**src/rtl/piso_arb_ctrl.sv**
```systemverilog
// Two-requester round-robin arbiter feeding an LSB-first parallel-to-serial shifter.
module piso_arb_ctrl #(
  parameter int unsigned WIDTH = 4
) (
  input  logic             clk,
  input  logic             rst,
  input  logic             req0_valid,
  input  logic [WIDTH-1:0] req0_data,
  output logic             req0_ready,
  input  logic             req1_valid,
  input  logic [WIDTH-1:0] req1_data,
  output logic             req1_ready,
  output logic             ser_out,
  output logic             ser_valid,
  output logic             ser_src,
  output logic             busy
);

  localparam int unsigned CW = $clog2(WIDTH + 1);

  typedef enum logic {
    IDLE  = 1'b0,
    SHIFT = 1'b1
  } state_t;

  state_t           state, state_nxt;
  logic [WIDTH-1:0] shreg, shreg_nxt;
  logic [CW-1:0]    cnt, cnt_nxt;
  logic             last_grant, last_grant_nxt;
  logic             ser_out_nxt, ser_valid_nxt, ser_src_nxt;
  logic             grant;
  logic [WIDTH-1:0] word;

  // Round-robin pick: on a tie favour the requester not served last.
  always_comb begin
    grant = req1_valid;
    if (req0_valid && req1_valid) begin
      grant = ~last_grant;
    end
  end

  assign word = grant ? req1_data : req0_data;
  assign busy = (state == SHIFT);

  // Next-state, combinational readies and next values of the serial outputs.
  always_comb begin
    state_nxt      = state;
    shreg_nxt      = shreg;
    cnt_nxt        = cnt;
    last_grant_nxt = last_grant;
    ser_out_nxt    = 1'b0;
    ser_valid_nxt  = 1'b0;
    ser_src_nxt    = ser_src;
    req0_ready     = 1'b0;
    req1_ready     = 1'b0;

    case (state)
      IDLE: begin
        if (!rst && (req0_valid || req1_valid)) begin
          req0_ready     = ~grant;
          req1_ready     = grant;
          state_nxt      = SHIFT;
          // Bit 0 goes out immediately; the remainder waits in the shifter.
          shreg_nxt      = word >> 1;
          ser_out_nxt    = word[0];
          ser_valid_nxt  = 1'b1;
          ser_src_nxt    = grant;
          last_grant_nxt = grant;
          cnt_nxt        = CW'(1);
        end
      end
      SHIFT: begin
        if (cnt == CW'(WIDTH)) begin
          state_nxt = IDLE;
          cnt_nxt   = '0;
        end else begin
          ser_out_nxt   = shreg[0];
          ser_valid_nxt = 1'b1;
          shreg_nxt     = shreg >> 1;
          cnt_nxt       = cnt + CW'(1);
        end
      end
      default: begin
        state_nxt = IDLE;
      end
    endcase
  end

  // State and datapath registers; reset wins over any transfer in progress.
  always_ff @(posedge clk) begin
    if (rst) begin
      state      <= IDLE;
      shreg      <= '0;
      cnt        <= '0;
      last_grant <= 1'b1;
      ser_out    <= 1'b0;
      ser_valid  <= 1'b0;
      ser_src    <= 1'b0;
    end else begin
      state      <= state_nxt;
      shreg      <= shreg_nxt;
      cnt        <= cnt_nxt;
      last_grant <= last_grant_nxt;
      ser_out    <= ser_out_nxt;
      ser_valid  <= ser_valid_nxt;
      ser_src    <= ser_src_nxt;
    end
  end

endmodule
```
**config.mk**
```make
export PLATFORM = sky130hd
export DESIGN_NAME = piso_arb_ctrl
export DESIGN_NICKNAME = d
export VERILOG_FILES = /design/src/rtl/piso_arb_ctrl.sv
export SDC_FILE = /design/constraint.sdc
export NUM_CORES = 1
export LEC_CHECK = 0
export ABC_AREA = 0
export CORE_MARGIN = 4
export CORE_UTILIZATION = 41
export DETAILED_ROUTE_END_ITERATION = 12
export PLACE_DENSITY = 0.71
export SLEW_MARGIN = 20
export SYNTH_ARGS = -nofsm -noshare
export SYNTH_HDL_FRONTEND = slang
export SYNTH_SLANG_ARGS = --single-unit
```
**constraint.sdc**
```tcl
create_clock -name clk -period 1.9 [get_ports clk]
set_clock_uncertainty 0.2 [all_clocks]
set_input_delay 0.38 -clock clk [delete_from_list [all_inputs] [get_ports clk]]
set_output_delay 0.38 -clock clk [all_outputs]
set_load 0.05 [all_outputs]
```
# Word level (Yosys, flattened, before mapping)
# Index checks and enable logic that the tools add are counted.
dict set report word_totals {
  out_inout_bits 6
  rom_bits 0
  memories 0
  latch_bits 0
  wordCells 37
  mem_bits_rw 0
  inputBits 12
  ff_bits 11
}
dict set report classes {
  muxes 18
  n_eq_ne 3
  div_mod_pow 0
  n_shift 0
  n_lt_le_gt_ge 0
  n_reduce_logical 6
  n_mul 0
  bitwise_logic 3
  n_addsub 1
}
# operator n
set op_table {}
lappend op_table {{$mux W4} 3}
lappend op_table {{$mux W1} 9}
lappend op_table {{$pmux W4 S2} 1}
lappend op_table {{$mux W3} 2}
lappend op_table {{$pmux W3 S2} 1}
lappend op_table {{$ne A2 B2 Y1 const B} 2}
lappend op_table {{$pmux W1 S2} 2}
lappend op_table {{$reduce_and A2 Y1} 2}
lappend op_table {{$add A3 B1 Y3 const B} 1}
lappend op_table {{$eq A3 B3 Y1 const B} 1}
lappend op_table {{$not A1 Y1} 3}
lappend op_table {{$logic_and A1 B1 Y1} 2}
lappend op_table {{$logic_not A1 Y1} 1}
lappend op_table {{$logic_or A1 B1 Y1} 1}

# Logic depth before layout (Yosys ltp)
dict set report depth {
  word_depth 5
  ltp_mapped 5
  depth_no_buf 5
}

# Least setup slack after synthesis
# No wires, ideal clock.
dict set report synth_path {
  path_type {register -> output}
  startpoint {register state (netlist: busy)}
  endpoint {output port req1_ready}
  slack_ps -79
  t_required_ps 1320
  path_stages_with_launch 4
  path_buffers 1
  arrival_time_ps 1399
  path_cell_list {dfxtp_1 > buf_4 > nor3b_2 > and2_1}
}
dict set report synth_between {
  elab_chain_cells 1
}
# element line_no
set synth_lines {}
lappend synth_lines {{start: declaration} 26} ;# state_t state, state_nxt;
lappend synth_lines {{start signal: assignment} 100} ;# state <= state_nxt;
lappend synth_lines {{$mux W1} 57} ;# case (state)
lappend synth_lines {{end: declaration} 12} ;# output logic req1_ready,
# No other way between the ends.

# Final worst setup path
dict set report layout_path {
  startpoint {input port req1_valid}
  endpoint {output port req1_ready}
}
dict set report layout_between {
  elab_chain_cells 4
  word_cells_on_any_way 6
  cone_classes {3 x mux; 3 x reduce/logical}
}
# element line_no
set layout_lines {}
lappend layout_lines {{start: declaration} 10} ;# input logic req1_valid,
lappend layout_lines {{$logic_and A1 B1 Y1 or $logic_or A1 B1 Y1 (tied branches)} {37, 59}}
lappend layout_lines {{$mux W1 or $logic_and A1 B1 Y1 (tied branches)} {37, 59}}
lappend layout_lines {{$mux W1 *} 59} ;# if (!rst && (req0_valid || req1_valid)) begin
lappend layout_lines {{$mux W1 *} 57}
# Every way passes the cells marked *; elsewhere a longest branch is shown, timed or not.

==> results by group <==
Layout
  – Multi-input combinational cell area: 369 um2
  – Ant. Diodes: 0
  – Layout cell share with drive strength beyond 1: 0.376
  – Commonest non-fill, non-tap cell in the layout: buf_4
  – Fill count: 109
  – Final net count: 109
  – Register area: 200 um2
  – Commonest non-fill, non-tap cells in the layout: buf_4 (13), dfxtp_1 (10), clkdlybuf4s50_1 (8)
  – Util after Layout: 0.668
  – Layout area overhead: 46.0%

Drt
  – Antenna viol nets, final: 0
  – WL/cell: 13.9 um
  – Overall routed net length: 1510 um
  – Avg Vias per Cell: 5.47
  – Total iterations of the first detailed-routing run: 4
  – DRC: 0
  – Total number of vias: 591
  – Iter 0 DRT Violations: 12

Timing
  – Setup TNS: 0 ns
  – Fin. Hold Viols: 0
  – RSZ-0062 raised after global routing: false
  – Rel. slew slack: 0.762
  – Setup violators final: 0
  – Tightest Pin Transition: 0.352 ns
  – Final Cycle Share: 0.943
  – Period minus WS final: 1.79 ns
  – Slew Viols, Final: 0
  – Final setup margin: 0.109 ns
  – Max Freq: 558 MHz

Floorplan
  – Total die area: 0.00221 mm2
  – Initial Util: 0.458
  – Die outline width: 47.1 um
  – Core box area: 0.00137 mm2
  – Placement Rows: 13
  – Io pins: 18
  – Die H: 47.1 um

Logic synthesis
  – Post-Syn Area: 626 um2
  – Seq/Total Area, Yosys: 0.320
  – Ranking of synthesized cells by area: dfxtp_1 (32%), o41ai_2 (5.2%), a221oi_2 (4.8%)
  – Net Count, Synth: 81
  – Asr flop ratio synth: 0
  – Cell count after synthesis: 67
  – Yosys top cell area share: 0.320
  – Ys flop type: dfxtp_1
  – Area leader, netlist: dfxtp_1
  – Post-synth EDFFs: 0
  – Register bit count reported by yosys: 10
  – Yosys Warn Count: 0
  – Distinct cells, synth: 35
  – Mean Syn Cell Area: 9.34 um2

Global routing
  – Met1 Track Usage GR: 0.207
  – GR Layer Usage met3: 0.0651
  – First-pass GRT wire length: 2530 um
  – Grt total ovfl: 0
  – Total GRT Usage: 0.163
  – Busiest grt layer: met2
  – Pin count of the biggest net entering global routing: 14
  – Number of global-route vias before repair: 602
  – Antenna violations before repair: 0
  – M2 GR Usage: 0.257

Pwr
  – Clk network pwr share: 0.240
  – Net Switching: 0.182 mW
  – Pwr dens: 639 mW/mm2
  – Flop pwr share: 0.409
  – Comb power frac: 0.351
  – Net Sw Frac: 0.311
  – Leakage power: 0.380 nW
  – Peak VDD IR: 424 uV
  – Internal power: 0.402 mW

Clock tree
  – Htree depth: 1
  – CTS tree: built
  – Max Buffers Root-to-Sink: 2
  – Hold_buf cts: 0
  – Sinks on Clock Net: 10
  – Num CTS Buffers: 3
  – Clk slew on worst S/H paths: 0.06 ns
  – Clock latency on the worst-skew pair: 0.26 ns
  – Clock root buffer: clkbuf_4
  – Setup Fix Bufs, Post-CTS: 0
  – Count of cells resized by post-cts repair: 4

Placed design
  – DP HPWL: 1240 um
  – Place WS: -0.168 ns
  – Port Buffers: 17
  – Final Wtd Congestion: 0.768

Critical path
  – Worst path slowest cell: dlygate4sd2_1
  – CP Buf/Inv Count: 2
  – Crit Path Max Fanout: 6
  – Critical path type: in2out
  – CP cell instances: dlygate4sd2_1, nor3b_2, and2_2, buf_12
  – Cell family with most CP delay: buffers and inverters
  – Worst path required time: 1.32 ns
  – Worst stage delay on the critical path: 0.28 ns
  – CP Capture Type: output pin
  – CP startpoint kind: primary input
  – Worst Path Arrival: 1.21 ns

Job
  – Max cap viols: 0

Min path
  – Hold Path Class: reg2reg

Outcome
  – Status: finished clean
## through the flow
stage	power [mW]	hold WS, ns	cell area, um2	instances
after floorplan	0.363	0.258	628	67
after global placement	0.447	0.293	892	105
after detailed placement	0.450	0.291	892	105
after CTS	0.591	0.306	913	108
after global routing	0.612	0.325	913	108
final	0.584	0.303	913	108
## power by group through the flow
| stage | logic, mW | registers (mW) | clock network (mW) |
|---|---|---|---|
| final | 0.205 | 0.239 | 0.140 |
| after global routing | 0.221 | 0.241 | 0.151 |
| after CTS | 0.206 | 0.239 | 0.146 |
| after detailed placement | 0.207 | 0.243 | 0 |
| after global placement | 0.205 | 0.242 | 0 |
| after floorplan | 0.106 | 0.258 | 0 |
## path summary, 6_finish.rpt
| kind | startpoint | cells past startpoint | endpoint | slack, ns |
|---|---|---|---|---|
| max reg2reg | cnt[0] | 5 | shreg[1] | 0.25 |
| min reg2reg | shreg[0] | 2 | ser_out | 0.30 |
| min | shreg[0] | 2 | ser_out | 0.30 |
| max | req1_valid | 4 | req1_ready | 0.11 |
## sequential cells by signal, indices dropped and copies added, names as in the netlist
register / flops
busy: 1
cnt: 3
last_grant: 1
ser_out: 1
ser_src: 1
shreg: 3
## worst reg2reg max path, cell delays in order (launching register included)
cell and delay [ns]:
dfxtp_1 0.38, inv_1 0.06, ha_1 0.23, a21bo_4 0.24, o31a_1 0.14, o41ai_2 0.30
## synth_stat cells, types with 2 or more instances
library cell	instances
inv_1	5
buf_4	2
a21oi_1	2
o41ai_2	2
nand3_1	3
ha_1	2
a31oi_1	2
a221oi_2	2
nor3_1	3
nand2_1	3
dfxtp_1	10
buf_6	2
o2111ai_1	2
nand3b_1	2
nand4_1	2
nor2_1	3
and2_2	2
## layout make-up
class	count	share of cell area
clock buffer	3	0.0247
inverter	5	0.0205
multi-input combinational	47	0.404
sequential	10	0.219
tap	15	0.0205
timing repair buffer	28	0.311
## kinds of logic (layout without fill, tap and decap cells)
logic type / after synthesis / after routing / synth area share
and+or+nand+nor: 26 / 26 / 0.248
DFF: 10 / 10 / 0.320
adders and majority gates: 2 / 2 / 0.0400
AOI/OAI and AO/OA: 19 / 19 / 0.294
buffers and inverters: 10 / 36 / 0.0980
## layer usage
layer,vias to the layer above,part of all wire
met5,-,0
met4,0,0.0093
met3,2,0.060
met2,17,0.51
met1,272,0.42
li1,300,-
No activity file was read; power rests on OpenSTA's default activity.
